===== src/rtl/port_pkg.sv =====
// Shared encodings for the PIC16F84 port model blocks: write ops, Q phases, register selects.
// Also holds the op ALU used at commit time.
package port_pkg;

  typedef enum logic [1:0] {
    OP_BYTE = 2'b00,
    OP_SET  = 2'b01,
    OP_CLR  = 2'b10,
    OP_TGL  = 2'b11
  } wr_op_e;

  localparam logic [1:0] Q1 = 2'd0;
  localparam logic [1:0] Q2 = 2'd1;
  localparam logic [1:0] Q3 = 2'd2;
  localparam logic [1:0] Q4 = 2'd3;

  localparam logic SEL_PORT = 1'b0;
  localparam logic SEL_TRIS = 1'b1;

  typedef struct packed {
    logic       sel;
    wr_op_e     op;
    logic [2:0] bit_idx;
    logic [7:0] data;
  } wr_slot_t;

  // Bit ops read the register as it stands on the commit edge.
  function automatic logic [7:0] apply_op(input logic [7:0] cur, input wr_slot_t w);
    logic [7:0] mask;
    logic [7:0] res;
    mask = 8'h01 << w.bit_idx;
    res  = cur;
    case (w.op)
      OP_BYTE: res = w.data;
      OP_SET:  res = cur | mask;
      OP_CLR:  res = cur & ~mask;
      OP_TGL:  res = cur ^ mask;
      default: res = cur;
    endcase
    return res;
  endfunction

endpackage


===== src/rtl/q_phase_gen.sv =====
// Free-running Q1..Q4 instruction-cycle phase counter; one clk per phase, back to Q1 on reset.
module q_phase_gen
  import port_pkg::*;
(
  input  logic       clk_i,
  input  logic       rst_i,
  output logic [1:0] q_phase_o
);

  logic [1:0] phase_q;
  logic [1:0] phase_d;

  assign phase_d   = phase_q + 2'd1;
  assign q_phase_o = phase_q;

  always_ff @(posedge clk_i or posedge rst_i) begin
    if (rst_i) phase_q <= Q1;
    else       phase_q <= phase_d;
  end

endmodule


===== src/rtl/port_output_x8.sv =====
// Port data latch + TRIS write path: single pending write slot committed on the Q4 edge, ack in next Q1.
// Optional PORTA_RA4_OD_EN makes bit 4 open-drain; requests arriving while busy are dropped.
module port_output_x8
  import port_pkg::*;
#(
  parameter logic [7:0] RESET_LATCH = 8'h00,
  parameter logic [7:0] RESET_TRIS  = 8'hFF
) (
  input  logic       clk,
  input  logic       rst,
  input  logic       wr_req,
  input  logic       wr_sel,
  input  logic [1:0] wr_op,
  input  logic [2:0] wr_bit,
  input  logic [7:0] wr_data,
  output logic       wr_busy,
  output logic       wr_ack,
  output logic [1:0] q_phase,
  output logic [7:0] port_latch,
  output logic [7:0] tris_reg,
  output logic [7:0] pin_out,
  output logic [7:0] pin_oe
);

  logic [1:0] phase;
  wr_slot_t   req_in;
  wr_slot_t   pend_q, pend_d;
  wr_slot_t   cmt;
  logic       busy_q, busy_d;
  logic       ack_q, ack_d;
  logic [7:0] latch_q, latch_d;
  logic [7:0] tris_q, tris_d;
  logic       do_cmt;

  q_phase_gen u_phase (
    .clk_i     (clk),
    .rst_i     (rst),
    .q_phase_o (phase)
  );

  assign req_in = '{sel: wr_sel, op: wr_op_e'(wr_op), bit_idx: wr_bit, data: wr_data};
  // A request captured in Q4 bypasses the slot and commits on the same edge.
  assign cmt    = busy_q ? pend_q : req_in;
  assign do_cmt = (phase == Q4) && (busy_q || wr_req);

  always_comb begin
    pend_d  = pend_q;
    busy_d  = busy_q;
    ack_d   = 1'b0;
    latch_d = latch_q;
    tris_d  = tris_q;
    if (!busy_q && wr_req && (phase != Q4)) begin
      pend_d = req_in;
      busy_d = 1'b1;
    end
    if (do_cmt) begin
      busy_d = 1'b0;
      ack_d  = 1'b1;
      if (cmt.sel == SEL_TRIS) tris_d  = apply_op(tris_q, cmt);
      else                     latch_d = apply_op(latch_q, cmt);
    end
  end

  always_ff @(posedge clk or posedge rst) begin
    if (rst) begin
      pend_q  <= '0;
      busy_q  <= 1'b0;
      ack_q   <= 1'b0;
      latch_q <= RESET_LATCH;
      tris_q  <= RESET_TRIS;
    end else begin
      pend_q  <= pend_d;
      busy_q  <= busy_d;
      ack_q   <= ack_d;
      latch_q <= latch_d;
      tris_q  <= tris_d;
    end
  end

  always_comb begin
    pin_oe  = ~tris_q;
    pin_out = latch_q;
`ifdef PORTA_RA4_OD_EN
    // RA4 can only pull low; a latched 1 releases the pin instead of driving it.
    pin_out[4] = 1'b0;
    pin_oe[4]  = ~tris_q[4] & ~latch_q[4];
`endif
  end

  assign wr_busy    = busy_q;
  assign wr_ack     = ack_q;
  assign q_phase    = phase;
  assign port_latch = latch_q;
  assign tris_reg   = tris_q;

endmodule


===== config.mk =====
export PLATFORM = sky130hd
export DESIGN_NAME = port_output_x8
export DESIGN_NICKNAME = d
export VERILOG_FILES = /design/src/rtl/port_pkg.sv /design/src/rtl/q_phase_gen.sv /design/src/rtl/port_output_x8.sv
export SDC_FILE = /design/constraint.sdc
export NUM_CORES = 1
export LEC_CHECK = 0
export ABC_AREA = 1
export BUFFER_PORTS_ARGS = -buffer_cell sky130_fd_sc_hd__buf_2
export CORE_ASPECT_RATIO = 1.5
export CORE_MARGIN = 2
export CORE_UTILIZATION = 50
export DETAILED_ROUTE_END_ITERATION = 16
export GPL_TIMING_DRIVEN = 1
export PLACE_DENSITY = 0.82
export SYNTH_ARGS = -nofsm -noshare
export SYNTH_HDL_FRONTEND = slang
export SYNTH_HIERARCHICAL = 1
export SYNTH_SLANG_ARGS = --single-unit
export TNS_END_PERCENT = 1

===== constraint.sdc =====
create_clock -name clk -period 2.1 [get_ports clk]
set_clock_uncertainty 0.05 [all_clocks]
set_input_delay 0.105 -clock clk [delete_from_list [all_inputs] [get_ports clk]]
set_output_delay 0.105 -clock clk [all_outputs]
set_load 0.1 [all_outputs]

==> out/metrics.yaml <==
power_and_ir_drop:
  switchingPower_mw: 2.83
  comb_power_share_pct: 64.2
  vdd_ir_drop_max_mv: 0.706
  power_density_nw_per_um2: 1430
  clkPwrFrac_pct: 11.4
  p_leak_nw: 1.54
  pwr-share-seq_pct: 24.4
  p_int_mw: 1.64
  sw_frac_of_total_pct: 63.3
sta:
  finalSetupViolations: 0
  max_freq_mhz: 492
  rsz0062_at_grt: "true"
  finalCriticalPeriod_ns: 2.03
  slew_violations: 0
  hold_viol: 0
  slew_headroom_pct: 60.4
  tightest_slew_ns: 0.593
  hold_ws_ns: 0.0188
  period_share_pct: 96.7
synthesis:
  synth.area.mux_share_pct: 0.845
  ys_seq_area_share_pct: 32.3
  yosysMostFrequentCell: "nand2_1"
  yosys.area_share.xor_xnor_pct: 0
  synthAdderAreaFrac_pct: 15.0
  synthTopCellsByCount: "nand2_1 (65), nand3_1 (57), nor2_1 (54)"
  async_flop_share_pct: 100
  synth_top_family_by_area: "simple AND/OR/NAND/NOR gates"
  synth_compound_gate_area_share_pct: 5.54
  yosys.area_share.simple_pct: 32.6
  synthDistinctLibCells: 19
  ys_seq_elements: 34
  synth_edf_count: 0
  yosys.area.top_type: "dfrtp_1"
  ys_warn_count: 6
  syn_nets: 408
  yosysTopAreaCellShare_pct: 24.4
  synth_ff_type: "dfrtp_1"
  synthTopCellsByArea: "dfrtp_1 (24%), ha_1 (15%), nand3_1 (11%)"
  synthCells: 359
  netlist_area_um2: 2670
  avgSynthCellArea_um2: 7.42
placement:
  dpl.hpwl_um: 4410
  placed_area_um2: 3000
  io_buffers: 52
  gp_congestion: 0.833
critical_path:
  path_class: "flop to flop"
  worstSetupStartpointType: "flop"
  crit_path_max_fanout: 7
  arrival_ns: 2.18
  crit_chain: "inv_2 > or2_2 > o21ai_2 > inv_1 > nor2_1 > nand2_1 > ha_1 > nand3_1 > nand3_1 > nor2_1 > nor2_1"
  crit_path_end_kind: "flop"
  critPathSlowestCell: "dfrtp_4"
  required_ns: 2.25
  cp_common_cell: "nor2_1"
  max_stage_delay_ns: 0.48
  reg2reg_depth: 11
finish:
  drive_above_1_share_pct: 27.9
  largest_reg_flops: 14
  design_area_um2: 3120
  ff_latch_area_um2: 895
  multi_input_area_um2: 1480
  fillers: 496
  nNetsFinal: 453
  area_growth_pct: 17.0
  diodes: 0
worst_hold_path:
  hp-class: "input port to flop"
  hold_depth: 3
floorplan:
  die-width_um: 63.6
  rows: 32
  initial_core_util_pct: 52.0
  core-area_um2: 5120
  io_pins: 53
  dieArea_um2: 5940
  die_y_um: 93.4
routing:
  drc: 0
  ant_nets: 0
  drt_iter0_drc: 122
  post_drt_via_cell_ratio: 5.19
  dr.pass1.iters: 5
  num_vias: 2455
  routed_wl_um: 6040
  wl_per_cell_um: 12.8
clocking:
  cts-root-buf: "clkbuf_8"
  htreeDepth: 2
  clk_pin_slew_ns: 0.08
  clock_latency_ns: 0.30
  clockBufferDepth: 2
  cts_buffers: 5
  cts.sinks: 34
  post_cts_buffers: 0
  tritoncts: "built"
global_route:
  grt_pass1_vias: 2166
  grt_max_degree: 33
  grt_pass1_wl_um: 9900
  grt_overflow: 0
  grt_usage_pct: 21.3
  antenna_found_initial: 0
status:
  status: "complete, no violations"
flow_run:
  drv_cap: 0
per-stage QoR:
step / util (%) / setup WS [ns] / instances / power, mW / TNS (ns)
finish: 60.8 / 0.0688 / 473 / 4.47 / 0
detailed placement: 58.6 / 0.114 / 464 / 3.97 / 0
floorplan: - / -0.0233 / 359 / 3.64 / -0.182
CTS: 60.6 / 0.0931 / 473 / 4.48 / 0
global placement: 58.6 / 0.173 / 464 / 3.90 / 0
global route: 60.8 / -0.0697 / 473 / 4.69 / -0.263
worst paths after layout:
| path | from | to | slack, ns |
|---|---|---|---|
| max in group asynchronous | rst | tris_reg[2] | 1.10 |
| hold / removal | wr_data[0] | pend_q[0] | 0.02 |
| setup reg to reg | wr_busy | pin_out[5] | 0.07 |
| hold reg to reg | pend_q[6] | pend_q[6] | 0.44 |
| min in group asynchronous | rst | u_phase/q_phase_o[0] | 0.15 |
| setup / recovery | wr_busy | pin_out[5] | 0.07 |
power by group through the flow:
stage          logic (mW)  registers (mW)  clock network (mW)
2_1_floorplan        1.65            1.99                   0
3_3_place_gp         2.81            1.10                   0
3_5_place_dp         2.86            1.10                   0
4_1_cts              2.87            1.09               0.517
5_1_grt              3.03            1.12               0.543
6_report             2.87            1.09               0.509
cell usage in the layout (no fill, tap or decap), types with 2 or more instances in the layout:
cell type,n
inv_1,37
buf_2,52
nand3b_1,8
nor2_4,3
or2_2,2
clkinvlp_4,9
nor2_2,2
nand3_1,57
dfstp_4,8
o21ai_0,20
nand2_1,61
nand2_2,9
inv_2,4
ha_1,31
mux2_2,2
o21ai_4,2
buf_4,6
nor2_1,52
dfrtp_1,25
clkbuf_8,5
buf_12,2
o21ai_2,3
cell families after synthesis:
kind of cell             count (synthesis)
buffers and inverters                   72
multiplexers                             2
AO/OA/AOI/OAI                           25
flip-flops                              34
adder cells (fa/ha/maj)                 32
AND/OR/NAND/NOR                        194
per-layer routing:
layer  vias up  GRT usage, %  wire [um]
li1       1210             -          -
met1      1142          25.5       2420
met2        91          36.6       3140
met3        12          3.61        351
met4         0          10.5        133
met5         -             0          0
layout make-up:
| class | instances | area share, % |
|---|---|---|
| clock inverter | 3 | 0.682 |
| inverter | 49 | 6.86 |
| clock buffer | 5 | 2.21 |
| multi-input combinational | 253 | 47.4 |
| timing repair buffer | 61 | 11.4 |
| sequential | 34 | 28.7 |
| tap | 68 | 2.73 |
critical path, delay by kind of cell, from the launching register on:
| family | cells | cell delay, ns |
|---|---|---|
| AND/OR/NAND/NOR | 7 | 0.87 |
| flip-flops | 1 | 0.48 |
| adder cells (fa/ha/maj) | 1 | 0.31 |
| buffers and inverters | 2 | 0.14 |
| AO/OA/AOI/OAI | 1 | 0.09 |
what timing repair did:
| item | CTS | global route |
|---|---|---|
| gates resized for setup | 0 | 6 |
| endpoints found under the setup margin | 0 | 11 |
| hold buffers | 1 | 0 |
| hold endpoints to repair | 8 | 0 |
Note: power is estimated with default switching activity, not from simulation.
